==> config.mk <==
export PLATFORM = sky130hd
export DESIGN_NAME = i2s_tx_feeder
export DESIGN_NICKNAME = d
export VERILOG_FILES = /design/src/rtl/i2s_pkg.sv /design/src/rtl/sync_frame_fifo.sv /design/src/rtl/i2s_tx_feeder.sv
export SDC_FILE = /design/constraint.sdc
export NUM_CORES = 1
export LEC_CHECK = 0
export ABC_AREA = 1
export ABC_CLOCK_PERIOD_IN_PS = 14200
export BUFFER_PORTS_ARGS = -buffer_cell sky130_fd_sc_hd__buf_2
export CAP_MARGIN = 10
export CORE_MARGIN = 2
export CORE_UTILIZATION = 55
export CTS_CLUSTER_SIZE = 8
export DETAILED_ROUTE_END_ITERATION = 8
export PLACE_DENSITY_LB_ADDON = 0.08
export SYNTH_ARGS = -nofsm -noshare
export SYNTH_HDL_FRONTEND = slang
export SYNTH_HIERARCHICAL = 1
export SYNTH_SLANG_ARGS = --single-unit
==> constraint.sdc <==
create_clock -name clk -period 14.2 [get_ports clk]
set_input_delay 0.71 -clock clk [delete_from_list [all_inputs] [get_ports clk]]
set_output_delay 0.71 -clock clk [all_outputs]
set_load 0.01 [all_outputs]
==> src/rtl/i2s_pkg.sv <==
// Shared types for the I2S transmit feeder: sample width, stereo frame and pairer states.
// Latency: n/a (types and constants only).
// Backpressure: n/a.
package i2s_pkg;

    localparam int I2S_DW = 24;

    typedef struct packed {
        logic [I2S_DW-1:0] l;
        logic [I2S_DW-1:0] r;
    } frame_t;

    typedef enum logic {
        WAIT_L = 1'b0,
        HAVE_L = 1'b1
    } pair_state_t;

endpackage

==> src/rtl/sync_frame_fifo.sv <==
// Single-clock frame FIFO with binary pointers carrying an extra wrap bit.
// Latency: registered read, dout valid the cycle after pop.
// Backpressure: push ignored when full, pop ignored when empty.
module sync_frame_fifo #(
    parameter int WIDTH = 48,
    parameter int DEPTH = 16
) (
    input  logic                     clk,
    input  logic                     rst,
    input  logic                     push,
    input  logic                     pop,
    input  logic [WIDTH-1:0]         din,
    output logic [WIDTH-1:0]         dout,
    output logic                     full,
    output logic                     empty,
    output logic [$clog2(DEPTH):0]   count
);

    localparam int AW = $clog2(DEPTH);
    localparam int PW = AW + 1;
    localparam logic [AW:0] FULL_CNT = PW'(DEPTH);

    logic [WIDTH-1:0] mem [DEPTH];
    logic [AW:0]      wr_ptr_q, wr_ptr_d;
    logic [AW:0]      rd_ptr_q, rd_ptr_d;
    logic [WIDTH-1:0] dout_q, dout_d;
    logic             do_push, do_pop;

    // Occupancy is the pointer difference; the wrap bit disambiguates full from empty.
    assign count = wr_ptr_q - rd_ptr_q;
    assign full  = (count == FULL_CNT);
    assign empty = (wr_ptr_q == rd_ptr_q);
    assign dout  = dout_q;

    // Gate requests against occupancy and advance pointers / read register.
    always_comb begin
        do_push  = push && !full;
        do_pop   = pop && !empty;
        wr_ptr_d = wr_ptr_q + PW'(do_push);
        rd_ptr_d = rd_ptr_q + PW'(do_pop);
        dout_d   = do_pop ? mem[rd_ptr_q[AW-1:0]] : dout_q;
    end

    // Storage array; contents need no reset since pointers define validity.
    always_ff @(posedge clk) begin
        if (do_push) begin
            mem[wr_ptr_q[AW-1:0]] <= din;
        end
    end

    // Pointer and read-data registers.
    always_ff @(posedge clk or posedge rst) begin
        if (rst) begin
            wr_ptr_q <= '0;
            rd_ptr_q <= '0;
            dout_q   <= '0;
        end else begin
            wr_ptr_q <= wr_ptr_d;
            rd_ptr_q <= rd_ptr_d;
            dout_q   <= dout_d;
        end
    end

endmodule

==> src/rtl/i2s_tx_feeder.sv <==
// Pairs interleaved L/R words into frames, buffers them and feeds the I2S transmitter.
// Latency: frame reaches the stage 2 cycles after push; l_sample same cycle as rd_en, r_sample/rd_valid one later.
// Backpressure: s_ready drops while the FIFO is full; an empty stage on rd_en yields silence and an underrun count.
module i2s_tx_feeder
    import i2s_pkg::*;
#(
    parameter int DW    = I2S_DW,
    parameter int DEPTH = 16,
    parameter int CW    = 16
) (
    input  logic                   clk,
    input  logic                   rst,
    input  logic [DW-1:0]          s_data,
    input  logic                   s_valid,
    input  logic                   s_last,
    output logic                   s_ready,
    output logic [DW-1:0]          l_sample,
    output logic [DW-1:0]          r_sample,
    input  logic                   rd_en,
    output logic                   rd_valid,
    output logic [$clog2(DEPTH):0] level,
    output logic [CW-1:0]          underrun_cnt,
    output logic [CW-1:0]          sync_err_cnt
);

    localparam logic [CW-1:0] CNT_MAX = '1;

    logic              ready_en_q, ready_en_d;
    pair_state_t       pstate_q, pstate_d;
    logic [DW-1:0]     l_hold_q, l_hold_d;
    logic [DW-1:0]     l_stage_q, l_stage_d;
    logic [DW-1:0]     r_stage_q, r_stage_d;
    logic [DW-1:0]     r_hold_q, r_hold_d;
    logic              stage_valid_q, stage_valid_d;
    logic              inflight_q, inflight_d;
    logic              rd_valid_q, rd_valid_d;
    logic [CW-1:0]     und_q, und_d;
    logic [CW-1:0]     serr_q, serr_d;

    logic              accept;
    logic              fifo_push, fifo_pop;
    logic              fifo_full, fifo_empty;
    logic [2*DW-1:0]   fifo_din, fifo_dout;
    logic              serr_inc, und_inc;

    // Input handshake is held off for one cycle after reset so nothing is taken mid-reset.
    assign s_ready      = ready_en_q && !fifo_full;
    assign accept       = s_valid && s_ready;
    assign fifo_din     = {l_hold_q, s_data};
    assign l_sample     = stage_valid_q ? l_stage_q : '0;
    assign r_sample     = r_hold_q;
    assign rd_valid     = rd_valid_q;
    assign underrun_cnt = und_q;
    assign sync_err_cnt = serr_q;

    sync_frame_fifo #(
        .WIDTH (2*DW),
        .DEPTH (DEPTH)
    ) u_fifo (
        .clk   (clk),
        .rst   (rst),
        .push  (fifo_push),
        .pop   (fifo_pop),
        .din   (fifo_din),
        .dout  (fifo_dout),
        .full  (fifo_full),
        .empty (fifo_empty),
        .count (level)
    );

    // Pairer: an L word must be followed by an R word; anything else is a framing error.
    always_comb begin
        pstate_d  = pstate_q;
        l_hold_d  = l_hold_q;
        fifo_push = 1'b0;
        serr_inc  = 1'b0;
        if (accept) begin
            case (pstate_q)
                WAIT_L: begin
                    if (s_last) begin
                        serr_inc = 1'b1;
                    end else begin
                        l_hold_d = s_data;
                        pstate_d = HAVE_L;
                    end
                end
                HAVE_L: begin
                    if (s_last) begin
                        fifo_push = 1'b1;
                        pstate_d  = WAIT_L;
                    end else begin
                        l_hold_d = s_data;
                        serr_inc = 1'b1;
                    end
                end
                default: pstate_d = WAIT_L;
            endcase
        end
    end

    // Stage refill and transmitter side: an in-flight read always lands, even across an rd_en.
    always_comb begin
        ready_en_d    = 1'b1;
        fifo_pop      = !stage_valid_q && !inflight_q && !fifo_empty;
        inflight_d    = fifo_pop;
        l_stage_d     = l_stage_q;
        r_stage_d     = r_stage_q;
        stage_valid_d = stage_valid_q;
        r_hold_d      = r_hold_q;
        rd_valid_d    = rd_valid_q;
        und_inc       = 1'b0;
        if (rd_en) begin
            r_hold_d      = stage_valid_q ? r_stage_q : '0;
            rd_valid_d    = stage_valid_q;
            stage_valid_d = 1'b0;
            und_inc       = !stage_valid_q;
        end
        if (inflight_q) begin
            l_stage_d     = fifo_dout[2*DW-1:DW];
            r_stage_d     = fifo_dout[DW-1:0];
            stage_valid_d = 1'b1;
        end
    end

    // Saturating status counters.
    always_comb begin
        und_d  = und_q;
        serr_d = serr_q;
        if (und_inc && (und_q != CNT_MAX)) begin
            und_d = und_q + CW'(1);
        end
        if (serr_inc && (serr_q != CNT_MAX)) begin
            serr_d = serr_q + CW'(1);
        end
    end

    // State registers.
    always_ff @(posedge clk or posedge rst) begin
        if (rst) begin
            ready_en_q    <= 1'b0;
            pstate_q      <= WAIT_L;
            l_hold_q      <= '0;
            l_stage_q     <= '0;
            r_stage_q     <= '0;
            r_hold_q      <= '0;
            stage_valid_q <= 1'b0;
            inflight_q    <= 1'b0;
            rd_valid_q    <= 1'b0;
            und_q         <= '0;
            serr_q        <= '0;
        end else begin
            ready_en_q    <= ready_en_d;
            pstate_q      <= pstate_d;
            l_hold_q      <= l_hold_d;
            l_stage_q     <= l_stage_d;
            r_stage_q     <= r_stage_d;
            r_hold_q      <= r_hold_d;
            stage_valid_q <= stage_valid_d;
            inflight_q    <= inflight_d;
            rd_valid_q    <= rd_valid_d;
            und_q         <= und_d;
            serr_q        <= serr_d;
        end
    end

endmodule

**Word level (Yosys, flattened, before mapping)**

Memory sizes are Yosys's and may differ from the RTL's. A register that Yosys moved wholly into a read port is not among the register bits.
Index checks and enable logic that the tools add are counted.

- Flip-flop bits (word level): 143
- Memory bits (writable): 768
- Input port bits: 29
- Output and inout port bits: 87
- Logic and storage cells: 53
- Memories: 1

- Add/subtract/negate cells: 5
- Equality and inequality tests: 4
- Mux-type cells: 14
- Bitwise operators: 2
- Reductions and logical operators: 14

Memories:

| memory | words | bits a word | read ports | clocked after memory_dff | wr ports | line | text |
|---|---|---|---|---|---|---|---|
| u_fifo.mem | 16 | 48 | 1 | 1 | 1 | sync_frame_fifo.sv:23 | `logic [WIDTH-1:0] mem [DEPTH];` |

Operators by type and width:

| cell | count |
|---|---|
| 2-to-1 mux 24 bit | 3 |
| adder 16 x 1 -> 16 bit, second input constant | 2 |
| != test 16 bit, second input constant | 2 |
| adder 5 x 1 -> 5 bit | 2 |
| 2-to-1 mux 1 bit | 10 |
| logical AND 1 bit | 8 |
| == test 5 bit | 1 |
| == test 5 bit, second input constant | 1 |
| subtractor 5 bit | 1 |
| logical NOT 1 bit | 4 |
| inverter 1 bit | 2 |
| one-hot mux 1 bit (2 select lines) | 1 |
| AND reduction 2 bit | 1 |
| nonzero test 2 bit | 1 |

**Longest topological paths before layout**

- Depth after elaboration: 9
- Mapped depth: 21
- Gate-level depth less buffers: 19

**Modules after synthesis**

The synthesis kept the hierarchy.

Modules (own cells, without submodules):

| module | times used | cells an instance | area an instance (sq um) | sequential area each (sq um) |
|---|---|---|---|---|
| sync_frame_fifo | 1 | 3209 | 34759.6 | 24513.5 |
| i2s_tx_feeder | 1 | 749 | 6088.3 | 3328.2 |

**Worst setup path before layout**

OpenSTA, ideal clock, no wires.

- Path type: register -> register
- Start point: register u_fifo.rd_ptr_q[1]
- End point: memory u_fifo.mem[10][0], enable pin
- Library setup time: 0.454 ns
- Data arrival time: 4.360 ns
- Required time: 13.746 ns
- Setup slack: 9.386 ns
- Stages on the path, launching flop included: 16
- Buffers on the path: 4
- Clock period less this slack: 4.814 ns
- Cells stage by stage: dfrtp_1 > buf_2 > inv_2 > buf_2 > buf_2 > fa_1 > xor2_1 > nor3_1 > nand3_1 > inv_1 > inv_2 > nand3_1 > nor2_1 > nand2_2 > buf_4 > nor2_1

- Longest elaborated chain between the ends: 9

RTL lines:

| what | line | text |
|---|---|---|
| from (decl) | sync_frame_fifo.sv:25 | `logic [AW:0] rd_ptr_q, rd_ptr_d;` |
| from (signal assigned) | sync_frame_fifo.sv:59 | `rd_ptr_q <= rd_ptr_d;` |
| subtractor 5 bit | sync_frame_fifo.sv:30 | `assign count = wr_ptr_q - rd_ptr_q;` |
| via level[2] | i2s_tx_feeder.sv:21 | `output logic [$clog2(DEPTH):0] level,` |
| == test 5 bit | sync_frame_fifo.sv:31 | `assign full = (count == FULL_CNT);` |
| via fifo_full | i2s_tx_feeder.sv:42 | `logic fifo_full, fifo_empty;` |
| logical NOT 1 bit | i2s_tx_feeder.sv:47 | `assign s_ready = ready_en_q && !fifo_full;` |
| logical AND 1 bit | i2s_tx_feeder.sv:47 |  |
| logical AND 1 bit | i2s_tx_feeder.sv:48 | `assign accept = s_valid && s_ready;` |
| 2-to-1 mux 1 bit | i2s_tx_feeder.sv:77 | `if (accept) begin` |
| via fifo_push | i2s_tx_feeder.sv:41 | `logic fifo_push, fifo_pop;` |
| logical AND 1 bit | sync_frame_fifo.sv:37 | `do_push = push && !full;` |
| 2-to-1 mux 1 bit | sync_frame_fifo.sv:46 | `if (do_push) begin` |
| 2-to-1 mux 1 bit (implied by the code) | sync_frame_fifo.sv:47 | `mem[wr_ptr_q[AW-1:0]] <= din;` |
| to (decl) | sync_frame_fifo.sv:23 |  |

The timed path passes the listed nets, and every way through them passes these cells.

**Worst setup path after layout**

- Start point: register u_fifo.rd_ptr_q[1]
- End point: memory u_fifo.mem[10][11], enable pin

- Longest elaborated chain between the ends: 9

RTL lines:

| what | line |
|---|---|
| subtractor 5 bit | sync_frame_fifo.sv:30 |
| == test 5 bit | sync_frame_fifo.sv:31 |
| via fifo_full | i2s_tx_feeder.sv:42 |
| logical NOT 1 bit | i2s_tx_feeder.sv:47 |
| logical AND 1 bit | i2s_tx_feeder.sv:47 |
| logical AND 1 bit | i2s_tx_feeder.sv:48 |
| 2-to-1 mux 1 bit | i2s_tx_feeder.sv:77 |
| via fifo_push | i2s_tx_feeder.sv:41 |
| logical AND 1 bit | sync_frame_fifo.sv:37 |
| 2-to-1 mux 1 bit | sync_frame_fifo.sv:46 |
| 2-to-1 mux 1 bit (implied by the code) | sync_frame_fifo.sv:47 |

The timed path passes the listed nets, and every way through them passes these cells.

==> impl_metrics.yaml <==
power:
  p_seq_share_pct: 41.1
  power.density_nw_per_um2: 203
  power_frac_clock_pct: 32.1
  swShare_pct: 35.5
  p_leak_nw: 19.8
  switchingPower_w: 0.00332
  power_w: 0.00933
  combPwrFrac_pct: 26.7
  vdd_drop_max_mv: 0.183
  intPower_w: 0.00601
routing:
  vias: 26900
  wl_per_cell_um: 18.7
  initialDrtViolationCount: 2366
  dr.pass1.iters: 5
  drtAntennaViolNets: 0
  drt-total-wl_mm: 96.1
  drc: 0
  vias_per_cell: 5.25
die:
  dieArea_um2: 76500
  rows: 99
  die_h_um: 277
  core_um2: 73200
  fp.dieW_um: 277
  start_util_pct: 55.8
  ios: 116
global_routing:
  grt_first_pass_wirelength_mm: 151
  grt_max_degree: 188
  grt_overflow: 0
  antenna_found_initial: 1
  grt.total_usage_pct: 25.5
  grt_pass1_vias: 26318
placed_design:
  place.gp.congestion: 0.797
  place_inst: 4878
  place.detailed.hpwl_mm: 52.7
  place_area_um2: 41900
  io_buffers: 115
sta:
  rsz0062_at_grt: "false"
  setup_viol: 0
  hold_violations: 0
  fmax_mhz: 192
  tightest_slew_ns: 1.16
  finClkSkew_ns: 0.0226
  relSlewSlack_pct: 22.4
  slew_violations: 0
  period_share_pct: 36.7
  fin_crit_ns: 5.20
  fin_tns_setup_ns: 0
synthesis:
  yosysMostFrequentCell: "nand2_1"
  syn-cell-area_um2: 40800
  synthCells: 3958
  syn_nets: 3999
  synthSimpleGateAreaFrac_pct: 20.0
  synth_fa_ha_area_share_pct: 0.386
  synth-main-ff-cell: "edfxtp_1"
  ys_seq_area_share_pct: 68.2
  synth_common_cells: "1208 x nand2_1, 768 x edfxtp_1, 625 x inv_1"
  ys_ff_latch: 959
  synth_top_family_by_area: "simple AND/OR/NAND/NOR gates"
  synth_top_cell_area_share_pct: 56.5
  synth-edff-count: 768
  synth.area.top_cells: "edfxtp_1 56%, dfrtp_1 12%, nand2_1 11%, nand3_1 6.8%, inv_1 5.7%"
  yosysUniqueCellTypes: 34
  synth.avg_cell_area_um2: 10.3
  ys_warn_count: 6
  synth_top_area_cell: "edfxtp_1"
  muxShareOfSynthArea_pct: 0
  synth_xor_area_share_pct: 0.407
  synth_compound_area_share_pct: 2.45
  synthArstFlopShare_pct: 19.9
clocking:
  cts_setup_buffers: 0
  cts_tree: "done"
  cts.sinks: 959
  postCtsHoldBufs: 0
  clock_latency_ns: 0.72
  ctsResizeCount: 0
  cts_buffers: 137
  cts-root-buf: "clkbuf_16"
  clockBufferDepth: 3
  clk_pin_slew_ns: 0.05
  cts-htree-levels: 4
job:
  cap_violations: 0
critical_path:
  slowest_delay_ns: 1.00
  slowest_stage: "nor2_4"
  critPathKind: "reg2reg"
  required_ns: 14.55
  path_common_cell: "nand3_1"
  cp_cell_sequence: "inv_6, fa_1, xor2_1, nor3_1, nand3_1, inv_1, inv_2, nand3_1, nor2_1, nand2_2, nor2_4, buf_4"
  arrival_ns: 5.56
  reg2reg_depth: 12
  cp-start-kind: "flop"
  path_max_fanout: 80
  endpoint_kind: "flop"
worst_hold_path:
  hp-class: "in2async"
final_layout:
  syn_to_final_growth_pct: 12.5
  fin_cells: 5127
  stdcell_area_um2: 45900
  drive_gt1_share_pct: 8.81
  fill_cells: 5953
  finalNetCount: 4099
run_status:
  status: "complete, no violations"
cells in the final DEF (no fill, tap or decap), types with 12 or more instances in the layout:
master | Yosys | routed
buf_2 | 111 | 115
o21ai_0 | 53 | 53
inv_1 | 625 | 623
edfxtp_1 | 768 | 768
clkbuf_1 | 29 | 97
clkbuf_16 | 0 | 137
xor2_1 | 12 | 12
nor2_1 | 152 | 136
nand2_1 | 1208 | 1207
nand3_1 | 552 | 552
buf_4 | 11 | 37
dfrtp_1 | 191 | 187
o22ai_1 | 24 | 24
a21oi_1 | 97 | 97
nor2_4 | 4 | 20
cell type report:
| cell class | instances | area (µm²) | area share, % |
|---|---|---|---|
| flip-flops and latches | 959 | 27900 | 60.6 |
| multi-input cells | 2173 | 9630 | 21.0 |
| clock buffers | 234 | 3790 | 8.25 |
| inverters | 635 | 2410 | 5.24 |
| well taps | 959 | 1200 | 2.61 |
| repair buffers | 152 | 853 | 1.86 |
| clock inverters | 14 | 201 | 0.438 |
| diodes | 1 | 2.50 | 0.00545 |
registers in the layout (all words and copies together), names as in the netlist:
register,count
inflight_q,1
l_hold_q,24
l_stage_q,24
pstate_q,1
r_sample,24
r_stage_q,24
rd_valid,1
ready_en_q,1
stage_valid_q,1
sync_err_cnt,16
u_fifo/dout,48
u_fifo/mem,768
u_fifo/rd_ptr_q,5
u_fifo/wr_ptr_q,5
underrun_cnt,16
power groups by stage:
stage                     Combinational (W)  Sequential [W]  Clock, W
after detailed placement            0.00250         0.00389         0
after CTS                           0.00250         0.00384   0.00305
after global placement              0.00246         0.00389         0
final                               0.00249         0.00384   0.00300
after floorplan                     0.00190         0.00369         0
after global routing                0.00280         0.00388   0.00318
critical path, delay by kind of cell, from the launching register on:
| kind | cells | cell delay, ns |
|---|---|---|
| buffers and inverters | 4 | 1.14 |
| xor gates and xnor gates | 1 | 0.25 |
| DFF | 1 | 0.86 |
| and+or+nand+nor | 6 | 1.91 |
| adders and majority gates | 1 | 0.58 |
stage by stage:
stage / worst slack (ns) / utilization [%] / hold slack [ns]
after floorplan: 9.39 / - / 0.442
after global placement: 9.00 / 57.3 / 0.455
after detailed placement: 9.00 / 57.3 / 0.460
after CTS: 8.92 / 62.8 / 0.105
after global routing: 8.72 / 62.8 / 0.154
final: 9.00 / 62.8 / 0.0982
cells by family after synthesis:
kind of cell    count (synthesis)
xor+xnor                       19
fa+ha+maj                      12
buf+inv                       826
flops                         959
compound gates                187
other cells                     1
simple gates                 1954
routing by layer:
layer / global-route usage (%) / share of wire, % / vias to the layer above
met5: 0 / 0 / -
met4: 8.07 / 2.0 / 0
met3: 4.83 / 5.7 / 135
met2: 41.8 / 48 / 710
met1: 34.6 / 44 / 13034
li1: - / - / 13021
path summary, 6_finish.rpt:
path	from	slack, ns	end
worst min register to register	l_stage_q[0]	0.47	l_stage_q[0]
worst min-delay path	rst	0.1	underrun_cnt[12]
max in group asynchronous	rst	12.51	inflight_q
min in group clk	s_valid	0.40	pstate_q
worst max-delay path	u_fifo/rd_ptr_q[1]	9.00	u_fifo/mem[10][11]
worst max register to register	u_fifo/rd_ptr_q[1]	9.00	u_fifo/mem[10][11]
No activity file was read; power rests on OpenSTA's default activity.
